[config.mk]
export PLATFORM = sky130hd
export DESIGN_NAME = alu_multicycle
export DESIGN_NICKNAME = d
export VERILOG_FILES = /design/src/rtl/alu_multicycle.sv
export SDC_FILE = /design/constraint.sdc
export NUM_CORES = 1
export LEC_CHECK = 0
export CELL_PAD_IN_SITES_DETAIL_PLACEMENT = 0
export CELL_PAD_IN_SITES_GLOBAL_PLACEMENT = 1
export CORE_ASPECT_RATIO = 1.5
export CORE_MARGIN = 1.5
export CORE_UTILIZATION = 45
export DETAILED_ROUTE_END_ITERATION = 10
export PLACE_DENSITY = 0.79
export SYNTH_ARGS = -nofsm -noshare
export SYNTH_HDL_FRONTEND = slang
export SYNTH_SLANG_ARGS = --single-unit
[constraint.sdc]
create_clock -name clk_i -period 5.7 [get_ports clk_i]
set_input_delay 1.425 -clock clk_i [delete_from_list [all_inputs] [get_ports clk_i]]
set_output_delay 1.425 -clock clk_i [all_outputs]
set_load 0.02 [all_outputs]
[src/rtl/alu_multicycle.sv]
// Multi-cycle ALU: single-cycle logic/arith/compare/shift ops plus
// iterative shift-add multiply and restoring divide (one bit per cycle).
module alu_multicycle #(
   parameter int unsigned WIDTH = 32,
   parameter int unsigned SHW   = 5
) (
   input  logic             clk_i,
   input  logic             rst_i,
   input  logic             start_i,
   input  logic [3:0]       ctrl_i,
   input  logic [WIDTH-1:0] src1_i,
   input  logic [WIDTH-1:0] src2_i,
   input  logic [SHW-1:0]   shamt_i,
   output logic             busy_o,
   output logic             done_o,
   output logic [WIDTH-1:0] result_o,
   output logic [WIDTH-1:0] hi_o,
   output logic             zero_o
);

   localparam logic [3:0] OP_AND  = 4'b0000;
   localparam logic [3:0] OP_OR   = 4'b0001;
   localparam logic [3:0] OP_ADD  = 4'b0010;
   localparam logic [3:0] OP_SRLV = 4'b0011;
   localparam logic [3:0] OP_DIVU = 4'b0100;
   localparam logic [3:0] OP_SUB  = 4'b0110;
   localparam logic [3:0] OP_SLT  = 4'b0111;
   localparam logic [3:0] OP_MULU = 4'b1000;
   localparam logic [3:0] OP_BGT  = 4'b1001;
   localparam logic [3:0] OP_BGE  = 4'b1010;
   localparam logic [3:0] OP_BEQ  = 4'b1011;
   localparam logic [3:0] OP_LUI  = 4'b1100;
   localparam logic [3:0] OP_SLL  = 4'b1101;
   localparam logic [3:0] OP_BNE  = 4'b1110;

   typedef enum logic [1:0] {IDLE, CALC, DONE} state_e;

   state_e           state_q, state_d;
   logic [SHW-1:0]   cnt_q, cnt_d;
   logic             div_q, div_d;
   logic [WIDTH-1:0] acc_q, acc_d;      // product high word / partial remainder
   logic [WIDTH-1:0] lo_q, lo_d;        // multiplier shifting out / dividend -> quotient
   logic [WIDTH-1:0] opnd_q, opnd_d;    // multiplicand or divisor
   logic [WIDTH-1:0] result_q, result_d;
   logic [WIDTH-1:0] hi_q, hi_d;
   logic             zero_q, zero_d;

   logic [WIDTH:0]   mul_sum;
   logic [WIDTH:0]   div_diff;
   logic [WIDTH-1:0] iter_acc;
   logic [WIDTH-1:0] iter_lo;

   // Result of every single-cycle opcode; unused codes give zero.
   function automatic logic [WIDTH-1:0] single_op(input logic [3:0]       op,
                                                  input logic [WIDTH-1:0] a,
                                                  input logic [WIDTH-1:0] b,
                                                  input logic [SHW-1:0]   sh);
      logic [WIDTH-1:0] r;
      r = '0;
      case (op)
         OP_AND:  r = a & b;
         OP_OR:   r = a | b;
         OP_ADD:  r = a + b;
         OP_SUB:  r = a - b;
         OP_SLT:  r = WIDTH'($signed(a) <  $signed(b));
         OP_BGT:  r = WIDTH'($signed(a) >  $signed(b));
         OP_BGE:  r = WIDTH'($signed(a) >= $signed(b));
         OP_BEQ:  r = WIDTH'(a == b);
         OP_BNE:  r = WIDTH'(a != b);
         OP_SRLV: r = a >> b[SHW-1:0];
         OP_LUI:  r = b << (WIDTH / 2);
         OP_SLL:  r = b << sh;
         default: r = '0;
      endcase
      return r;
   endfunction

   // One radix-2 step of either shift-add multiply or restoring divide.
   always_comb begin
      mul_sum  = {1'b0, acc_q} + (lo_q[0] ? {1'b0, opnd_q} : '0);
      div_diff = {acc_q, lo_q[WIDTH-1]} - {1'b0, opnd_q};
      iter_acc = acc_q;
      iter_lo  = lo_q;
      if (div_q) begin
         if (!div_diff[WIDTH]) begin
            iter_acc = div_diff[WIDTH-1:0];
            iter_lo  = {lo_q[WIDTH-2:0], 1'b1};
         end else begin
            iter_acc = {acc_q[WIDTH-2:0], lo_q[WIDTH-1]};
            iter_lo  = {lo_q[WIDTH-2:0], 1'b0};
         end
      end else begin
         iter_acc = mul_sum[WIDTH:1];
         iter_lo  = {mul_sum[0], lo_q[WIDTH-1:1]};
      end
   end

   // Next-state and datapath-load decisions.
   always_comb begin
      state_d  = state_q;
      cnt_d    = cnt_q;
      div_d    = div_q;
      acc_d    = acc_q;
      lo_d     = lo_q;
      opnd_d   = opnd_q;
      result_d = result_q;
      hi_d     = hi_q;
      zero_d   = zero_q;
      case (state_q)
         CALC: begin
            acc_d = iter_acc;
            lo_d  = iter_lo;
            cnt_d = cnt_q + SHW'(1);
            if (cnt_q == SHW'(WIDTH - 1)) begin
               state_d  = DONE;
               cnt_d    = '0;
               result_d = iter_lo;
               hi_d     = iter_acc;
               zero_d   = (iter_lo == '0);
            end
         end
         default: begin
            state_d = IDLE;
            if (start_i) begin
               if (ctrl_i == OP_MULU || ctrl_i == OP_DIVU) begin
                  state_d = CALC;
                  cnt_d   = '0;
                  div_d   = (ctrl_i == OP_DIVU);
                  acc_d   = '0;
                  lo_d    = src1_i;
                  opnd_d  = src2_i;
               end else begin
                  state_d  = DONE;
                  result_d = single_op(ctrl_i, src1_i, src2_i, shamt_i);
                  hi_d     = '0;
                  zero_d   = (single_op(ctrl_i, src1_i, src2_i, shamt_i) == '0);
               end
            end
         end
      endcase
   end

   // State and datapath registers with synchronous reset.
   always_ff @(posedge clk_i) begin
      if (rst_i) begin
         state_q  <= IDLE;
         cnt_q    <= '0;
         div_q    <= 1'b0;
         acc_q    <= '0;
         lo_q     <= '0;
         opnd_q   <= '0;
         result_q <= '0;
         hi_q     <= '0;
         zero_q   <= 1'b1;
      end else begin
         state_q  <= state_d;
         cnt_q    <= cnt_d;
         div_q    <= div_d;
         acc_q    <= acc_d;
         lo_q     <= lo_d;
         opnd_q   <= opnd_d;
         result_q <= result_d;
         hi_q     <= hi_d;
         zero_q   <= zero_d;
      end
   end

   assign busy_o   = (state_q == CALC);
   assign done_o   = (state_q == DONE);
   assign result_o = result_q;
   assign hi_o     = hi_q;
   assign zero_o   = zero_q;

endmodule

==> reports/qor.yml <==
r2r-end: "acc_q[31]"
whs_ps: 451.1
leakage_uw: 0.01099
cp_data_required_time_ps: 6090
die_width_um: 175.7
worst_slack_ps: 125.5
die_h_um: 262.0
numCtsBuffers: 17
async_flop_share_pct: 0
synth_edf_count: 0
design.core.area_mm2: 0.04399
maxSlewHeadroom_pct: -1.487
fin_crit_sh_pct: 97.80
dr.pass1.iters: 6
setup_viol: 0
arrival_ps: 5970
critPathMaxFanout: 4
clkSinkCount: 169
ys_seq_elements: 169
irDropWorstVdd_mv: 0.2313
cts_resized: 0
grt_first_pass_wirelength_um: 151600
met1_usage_pct: 47.16
path_cells: "clkdlybuf4s50_1 > inv_1 > ha_1 > buf_4 > nor4_1 > nand2_1 > a2111oi_0 > buf_4 > a2111oi_4 > buf_4 > o21ba_2 > o21bai_1 > buf_4 > o21bai_1 > a211oi_1 > nand4_1 > or4b_1 > o22ai_2"
tightest_slew_ps: 1506
top_usage_layer: "met2"
worstReg2RegStart: "lo_q[0]"
cp-endpoint: "zero_o"
syn_area_mm2: 0.02013
drc: 0
dp_hpwl_um: 83280
final_area_mm2: 0.02543
fin_crit_ps: 5575
via_count: 24130
cpMostUsedCell: "buf_4"
cp_slowest_cell: "clkdlybuf4s50_1"
cts.clk_slew.worst_paths_ps: 70
crit_type: "primary input to flop"
maxCapViolCount: 1
grt_max_degree: 69
gr-usage-met3_pct: 9.245
start_util_pct: 45.76
hold_violations: 0
r2r_slack_ps: 1100
crit_path_max_incr_delay_ps: 560
postRouteAntennaNets: 0
cts_max_level: 4
cts_tree: "yes"
clk_path_buf_depth: 2
rows: 94
dieArea_mm2: 0.04604
wirelength_um: 104700
n_fill_cell: 4206
antenna_found_initial: 5
place_congestion: 1.152
grt_overflow: 0
clk_latency_ps: 460
crit_start: "src1_i[10]"
rsz0062_at_grt: "false"
grtUsageMet2_pct: 74.09
ys.warnings.count: 0
drive_gt1_share_pct: 17.90
syn_inst: 2704
syn_nets: 2947
grtUsageTotal_pct: 44.79
initialDrtViolationCount: 2521
grt_pass1_vias: 23520
io_pins: 143
reg2regPathDepth: 16
yosysSeqAreaShare_pct: 16.81
io_buffer_count: 142
finClkSkew_ps: 12.70
violations: "max-capacitance violations, max-slew violations"
pre_cts_ws_ps: -418.9
startpoint_type: "primary input"
post-route-util_pct: 57.81
status: "finished with violations"
max_freq_mhz: 179.4
end_kind: "flop"
viasPerCell: 6.554
cts_setup_buffers: 0
netlist-cell-type-count: 97
hold_path.class: "flop to flop"
instances_no_fill: 3681
root_buffer: "clkbuf_16"
slew_viol_final: 3
syn_area_per_cell_um2: 7.444
area.growth.synth_to_final_pct: 26.33
nets: 3331
wl_per_cell_um: 28.46
place_area_mm2: 0.02480
placed_cells: 3645
synthFlopType: "dfxtp_1"
powerDensity_mw_per_mm2: 175.9
cts_hold_buf: 0
-- how the worst min path moves through the flow --
stage / endpoint / slack (ps) / start / depth (start not counted)
4_1_cts: hi_o[23] / 450 / hi_o[23] / 2
3_5_place_dp: hi_o[23] / 450 / hi_o[23] / 2
3_3_place_gp: hi_o[23] / 440 / hi_o[23] / 2
6_report: hi_o[0] / 450 / hi_o[0] / 2
5_1_grt: hi_o[27] / 470 / hi_o[27] / 2
2_1_floorplan: opnd_q[10] / 440 / opnd_q[10] / 2
-- registers in the layout (all words and copies together) (netlist names) --
signal    cells
acc_q        32
cnt_q         5
div_q         1
hi_o         32
lo_q         32
opnd_q       32
result_o     32
state_q       2
zero_o        1
-- cell usage after synthesis (all sizes together) (17+ instances only) --
master  instances  area, µm²
nand2         335       1257
a21oi         260       1301
nor2          194      728.2
dfxtp         169       3383
o21ai         164      820.8
ha            163       2039
inv           158      593.1
clkbuf        128      481.7
mux2i         126       1261
a211oi         60      455.4
buf            53      289.0
nand3          51      255.2
mux4           50       1126
nor3           48      240.2
a22o           46      402.9
and2           46      290.3
xnor2          46      402.9
o211ai         43      322.8
a21o           38      285.3
nor2b          38      245.2
nand2b         28      175.2
nand4          26      162.7
nor4           24      162.7
a31oi          22      137.6
o21a           21      157.7
o31ai          21      157.7
a311oi         20      175.2
o21bai         20      150.1
or3            20      130.1
mux2           17      191.4
-- layout make-up --
class	count	area, µm²	area share [%]
clock inverter	14	175.2	0.6888
multi-input combinational	2193	15440	60.73
sequential	169	3387	13.32
clock buffer	18	429.2	1.688
antenna	4	10.01	0.03936
inverter	161	604.3	2.377
timing repair buffer	546	4659	18.32
tap	576	720.7	2.834
-- layout by cell type, fill, tap and decap left out, drive strengths merged, types with 21 or more instances in the layout --
| master | count |
|---|---|
| o211ai | 43 |
| nor4 | 24 |
| o31ai | 21 |
| a211oi | 60 |
| nor3 | 48 |
| dfxtp | 169 |
| inv | 167 |
| a21o | 38 |
| xnor2 | 46 |
| a21oi | 260 |
| mux4 | 50 |
| a31oi | 22 |
| nor2b | 38 |
| buf | 411 |
| nand3 | 51 |
| a22o | 46 |
| clkdlybuf4s50 | 135 |
| o21a | 21 |
| nand4 | 26 |
| o21ai | 164 |
| mux2i | 126 |
| ha | 163 |
| nand2 | 335 |
| and2 | 46 |
| nand2b | 28 |
| nor2 | 194 |
-- layer usage --
layer / up-vias / part of all wire (%)
met3: 480 / 8.6
met1: 11450 / 34
li1: 10760 / -
met4: 6 / 11
met2: 1437 / 46
met5: - / 0.052
-- per-stage QoR --
step | setup TNS, ps | total power (µW)
after global placement | -532.0 | 3188
after global routing | 0 | 4618
final | 0 | 4472
after detailed placement | -782.0 | 3204
after floorplan | 0 | 2271
after CTS | 0 | 4409
-- cell families after synthesis --
group | synth area share (%)
buffers and inverters | 6.831
flip-flops | 16.81
AND/OR/NAND/NOR | 20.39
multiplexers | 12.81
AO/OA/AOI/OAI | 29.93
adder cells (fa/ha/maj) | 10.53
XOR/XNOR | 2.698
-- worst max-delay path: cells and delay by family --
family	cells	cell delay, ps
AO/OA/AOI/OAI	7	1510
adder cells (fa/ha/maj)	1	350
AND/OR/NAND/NOR	4	1290
buffers and inverters	6	1380
-- where the power goes --
group | internal, µW | switching [µW]
sequential | 1220 | 35.2
combinational | 827 | 1190
clock | 630 | 580
Note: power is estimated with default switching activity, not from simulation.
